### config.mk
export PLATFORM = sky130hd
export DESIGN_NAME = pipe_ctrl
export DESIGN_NICKNAME = d
export VERILOG_FILES = /design/src/rtl/pipe_ctrl.sv
export SDC_FILE = /design/constraint.sdc
export NUM_CORES = 1
export LEC_CHECK = 0
export BUFFER_PORTS_ARGS = -buffer_cell sky130_fd_sc_hd__buf_2
export CAP_MARGIN = 0
export CORE_MARGIN = 2
export CORE_UTILIZATION = 45
export DETAILED_ROUTE_END_ITERATION = 10
export GPL_TIMING_DRIVEN = 0
export HOLD_SLACK_MARGIN = 0.1
export PLACE_DENSITY_LB_ADDON = 0.3
export SLEW_MARGIN = 5
export SYNTH_ARGS = -nofsm -noshare
export SYNTH_HDL_FRONTEND = slang
export SYNTH_SLANG_ARGS = --single-unit
### constraint.sdc
create_clock -name clk -period 3.4 [get_ports clk]
set_input_delay 0.68 -clock clk [delete_from_list [all_inputs] [get_ports clk]]
set_output_delay 0.68 -clock clk [all_outputs]
set_load 0.01 [all_outputs]
### src/rtl/pipe_ctrl.sv
// Pipeline hazard/stall controller with a multiply/divide busy tracker.
// Detects operand hazards, md/eret stalls and exception flushes for the five-stage pipeline.
module pipe_ctrl #(
    parameter int MULT_CYC = 5,
    parameter int DIV_CYC  = 10
) (
    input  logic       clk,
    input  logic       reset,
    input  logic [4:0] ID_rs,
    input  logic [4:0] ID_rt,
    input  logic [1:0] ID_Tuse_rs,
    input  logic [1:0] ID_Tuse_rt,
    input  logic [4:0] EX_dst,
    input  logic [4:0] MEM_dst,
    input  logic [1:0] EX_Tnew,
    input  logic [1:0] MEM_Tnew,
    input  logic       ID_is_md,
    input  logic       md_start,
    input  logic       md_is_div,
    input  logic       ID_eret,
    input  logic       EX_mtc0_epc,
    input  logic       MEM_mtc0_epc,
    input  logic       exc_req,
    output logic       pc_en,
    output logic       if_id_en,
    output logic       if_id_flush,
    output logic       id_ex_flush,
    output logic       req,
    output logic       md_busy,
    output logic       md_done
);

    typedef enum logic {
        IDLE,
        BUSY
    } md_state_t;

    md_state_t  state;
    md_state_t  state_next;
    logic [3:0] cnt;
    logic [3:0] cnt_next;

    logic hz_rs;
    logic hz_rt;
    logic stall_md;
    logic stall_eret;
    logic stall;

    always_ff @(posedge clk or posedge reset) begin
        if (reset) begin
            state <= IDLE;
            cnt   <= 4'd0;
        end else begin
            state <= state_next;
            cnt   <= cnt_next;
        end
    end

    // An md_start coinciding with an exception never launches; one already running always completes.
    always_comb begin
        state_next = state;
        cnt_next   = cnt;
        case (state)
            IDLE: begin
                if (md_start && !exc_req) begin
                    state_next = BUSY;
                    cnt_next   = md_is_div ? 4'(DIV_CYC) : 4'(MULT_CYC);
                end
            end
            BUSY: begin
                cnt_next = cnt - 4'd1;
                if (cnt == 4'd1) begin
                    state_next = IDLE;
                end
            end
            default: begin
                state_next = IDLE;
                cnt_next   = 4'd0;
            end
        endcase
    end

    assign md_busy = (state == BUSY);
    assign md_done = (state == BUSY) && (cnt == 4'd1);

    always_comb begin
        hz_rs = (ID_rs != 5'd0) &&
                (((ID_rs == EX_dst)  && (ID_Tuse_rs < EX_Tnew)) ||
                 ((ID_rs == MEM_dst) && (ID_Tuse_rs < MEM_Tnew)));
        hz_rt = (ID_rt != 5'd0) &&
                (((ID_rt == EX_dst)  && (ID_Tuse_rt < EX_Tnew)) ||
                 ((ID_rt == MEM_dst) && (ID_Tuse_rt < MEM_Tnew)));
        stall_md   = ID_is_md && (md_busy || md_start);
        stall_eret = ID_eret && (EX_mtc0_epc || MEM_mtc0_epc);
        stall      = hz_rs || hz_rt || stall_md || stall_eret;
    end

    // The exception flush wins over every stall and over the eret fetch kill.
    assign req         = exc_req;
    assign pc_en       = req || !stall;
    assign if_id_en    = req || !stall;
    assign id_ex_flush = !req && stall;
    assign if_id_flush = !req && ID_eret && !stall;

endmodule
======== After elaboration in Yosys (flattened, before gate mapping) ========
Cells that the tools add are included.
W data, S select, Z words.
operators by class
  $add $sub $neg .......................... 1
  $mul .................................... 0
  div/mod/pow operators ................... 0
  magnitude comparators ................... 4
  equal/unequal tests ..................... 6
  shift operators ......................... 0
  mux-type cells .......................... 6
  bitwise logic cells ..................... 1
  reduce and logical (&&, ||, !) cells .... 25
operators with widths
  cell                   count
  $eq A5 B5 Y1           4
  $logic_and A1 B1 Y1    13
  $reduce_bool A5 Y1     2
  $logic_or A1 B1 Y1     8
  $lt A2 B2 Y1           4
  $mux W4                2
  $pmux W4 S2            1
  $eq A4 B1 Y1 const B   1
  $sub A4 B1 Y4 const B  1
  $logic_not A1 Y1       2
  $mux W1                2
  $ne A2 B2 Y1 const B   1
  $pmux W1 S2            1
  $not A1 Y1             1
word-level totals
  bits in registers ....................... 5
  latch bits .............................. 0
  memory bits (writable) .................. 0
  memory bits (read-only) ................. 0
  bits of input ports ..................... 37
  output and inout port bits .............. 7
  logic and storage cells ................. 45
  memories ................................ 0

======== Logic depth before layout (Yosys ltp) ========
  depth in word-level cells ............... 9
  mapped depth ............................ 7
  mapped depth without buffers ............ 6

======== Worst setup path before layout ========
OpenSTA, ideal clock, no wires.
  path kind ............................... input to output
  start point ............................. input EX_Tnew[1]
  end point ............................... output pc_en
  arrival ................................. 1798 ps
  required time ........................... 2720 ps
  setup slack ............................. 922 ps
  cell stages on the path ................. 7
  cell sequence ........................... inv_1 -> ha_1 -> a211oi_2 -> a22oi_1 -> o221ai_2 -> nand2b_1 -> buf_4
on the way
  longest elaborated chain between the ends .. 9
  elaborated cells between the ends (all ways) .. 13
  those cells by class .................... order compare (2); reduce/logical (11)
ends and longest elaborated chain
  item                                    RTL line  source
  from (decl)                             15        input logic [1:0] EX_Tnew,
  $lt A2 B2 Y1 (on tied branches)         88, 91
  $logic_and A1 B1 Y1 (on tied branches)  88, 91
  $logic_or A1 B1 Y1 (on tied branches)   88, 91
  $logic_and A1 B1 Y1 (on tied branches)  87, 90
  $logic_or A1 B1 Y1 * (3 in series)      95        stall = hz_rs || hz_rt || stall_md || stall_eret;
  $logic_not A1 Y1 *                      --
  $logic_or A1 B1 Y1 *                    --
  to (decl)                               24        output logic pc_en,
Mark *: on every way between the ends. The rest lies on a longest branch, timed or not.

======== Final worst setup path ========
  start point ............................. input ID_Tuse_rs[1]
  end point ............................... output pc_en
on the way
  longest elaborated chain between the ends .. 9
  elaborated cells between the ends (all ways) .. 11
  those cells by class .................... order compare (2); reduce/logical (9)
ends and longest elaborated chain
  item                                    RTL line  source
  from (decl)                             11        input logic [1:0] ID_Tuse_rs,
  $lt A2 B2 Y1 (on tied branches)         88, 89
  $logic_and A1 B1 Y1 (on tied branches)  88, 89
  $logic_or A1 B1 Y1 *                    88        (((ID_rs == EX_dst) && (ID_Tuse_rs < EX_Tnew)) ||
  $logic_and A1 B1 Y1 *                   87        hz_rs = (ID_rs != 5'd0) &&
  $logic_or A1 B1 Y1 * (3 in series)      95
  $logic_not A1 Y1 *                      100       assign pc_en = req || !stall;
  $logic_or A1 B1 Y1 *                    100
Marked as above.

==> metrics <==
status finished, final reports clean; HPWL Detailed 1590 um; Cell Area, Synth 733 um2; Rows 14; # IOs 44; Req. time, crit path 2720 ps; Yosys reg bits 5; vias per inst 5.03; PostCTS Resize Cnt 0; Worst Path Arrival 2040 ps; Hold Slack 330 ps; Avg Inst Size Synth 8.15 um2; RSZ-0062 raised after global routing false; share of layout cells above drive strength 1 0.394; Synth area leader xor2_1; Routed WL 1810 um; synth warn 0; vias in the first global route 763; setup violators final 0; hold_buf cts 0; Max-Cap Viols 0; H-tree Lvls 1; Initial Utilization 0.481; Yosys cell types 25; Leak 0.499 nW; iteration-0 DRC count of the detailed router 5; post-synth top area share 0.239; Syn Nets 133; Syn Inst Count 90; FF-to-FF path depth 4; Overflow after GRT 0; Worst-Margin Slew 376 ps; top cells by area, synth xor2_1, dfrtp_1, ha_1, nor2_1, nand2b_1; largest net degree at the start of global routing 11; first-pass GRT wire length 3050 um; Die W 44.4 um; timing-limited maximum frequency 0.367 GHz; postcts setup bufs 0; PwrDens 397 nW/um2; clock network latency to the later pin of the worst-skew pair 240 ps; CTS sink count 5; clock buffer count from CTS 3; antenna violations before repair 0; peak supply drop 0.000284 V; Root Driver clkbuf_4; Placer Congestion 0.792; antenna-violating nets left 0; DRC Markers 0; Startpoint Class input pin; Final Cycle Share 0.801; Worst-path clk slew 40 ps; post-synthesis sequential area ratio 0.171; router iterations before antenna repair 4; Net count, final 181; relative slew slack 0.750; crit path time final 2720 ps; max-slew violation count 0; die height 44.4 um; setup_tns 0 ps; DIE AREA 1970 um2; placed insts 149; CP Capture Type output pin; via count 770; CTS tree yes; Critical Path Fanout Max 3; PortBufs 43; synthesis-to-layout area growth 35.7%; Final Hold Viols 0; WL/cell 11.8 um; diode count 0; gr usage total 0.212; CTS Buffer Depth 2; clock skew 0.961 ps; Tightest Hold Check Type input pin to asynchronous set/reset pin; CP Class input pin to output pin; final std cells w/o fill 153; core box area 1520 um2
## registers in the layout, indices dropped and copies added (netlist names)
name     cells
cnt          4
md_busy      1
## cell type report
type	count	area, um2
timing repair buffer	43	215
multi-input combinational	75	563
buffer	3	18.8
tap	16	20.0
clock buffer	4	26.3
sequential	5	125
fill	133	529
inverter	7	26.3
## final timing paths
check                              startpoint                  to  slack (ps)
setup / recovery                ID_Tuse_rs[1]               pc_en         680
hold / removal                          reset   md_busy$_DFF_PP0_         330
setup reg to reg           cnt[0]$_DFFE_PP0P_  cnt[3]$_DFFE_PP0P_        2130
hold reg to reg            cnt[2]$_DFFE_PP0P_   md_busy$_DFF_PP0_         540
max in group asynchronous               reset  cnt[3]$_DFFE_PP0P_        2900
min in group clk           cnt[2]$_DFFE_PP0P_   md_busy$_DFF_PP0_         540
## cell usage after synthesis, drive strengths merged
| library cell | n |
|---|---|
| nand2 | 2 |
| a211oi | 5 |
| xor2 | 20 |
| or2b | 1 |
| inv | 7 |
| a21oi | 4 |
| o21ai | 3 |
| a22oi | 2 |
| or3 | 1 |
| buf | 2 |
| nand2b | 5 |
| and2 | 1 |
| or4 | 2 |
| clkbuf | 1 |
| a31oi | 1 |
| nor4 | 4 |
| nor3b | 1 |
| dfrtp | 5 |
| nor3 | 4 |
| nor2 | 10 |
| nor2b | 2 |
| o221ai | 1 |
| ha | 6 |
## report_power, final
part           switching (W)  internal (W)
sequential         0.0000212     0.0000901
clock              0.0000216     0.0000442
combinational       0.000121     0.0000964
## layer usage
layer / routed length (um) / part of all wire / track usage / up-vias
li1: - / - / - / 405
met1: 704 / 0.39 / 0.236 / 347
met2: 1030 / 0.57 / 0.400 / 18
met3: 69 / 0.038 / 0.0245 / 0
met4: 0 / 0 / 0.0909 / 0
met5: 0 / 0 / 0 / -
## cells by family after synthesis
family | share of synthesized area
simple gates | 0.265
fa+ha+maj | 0.102
xor+xnor | 0.239
buf+inv | 0.0614
flops | 0.171
compound gates | 0.162
## cells in the final DEF (no fill, tap or decap), drive strengths merged, types with 5 or more instances in the layout
cell type  Yosys  routed
a211oi         5       5
buf            2      45
clkbuf         1       5
dfrtp          5       5
ha             6       6
inv            7       7
nand2b         5       5
nor2          10      10
xor2          20      20
## worst max-delay path: stages
cell and delay (ps):
buf_2 110, ha_1 200, nor4_2 300, a22oi_1 150, o221ai_2 250, nand2b_1 90, buf_4 130, buf_2 130
## metrics by stage
| stage | power [W] | setup slack [ps] | instance area [um2] | utilization |
|---|---|---|---|---|
| after floorplan | 0.000254 | 922 | 733 | - |
| after global placement | 0.000321 | 668 | 968 | 0.635 |
| after detailed placement | 0.000331 | 656 | 968 | 0.635 |
| after CTS | 0.000403 | 649 | 995 | 0.653 |
| after global routing | 0.000436 | 555 | 995 | 0.653 |
| final | 0.000395 | 676 | 995 | 0.653 |
Note: power is estimated with default switching activity, not from simulation.
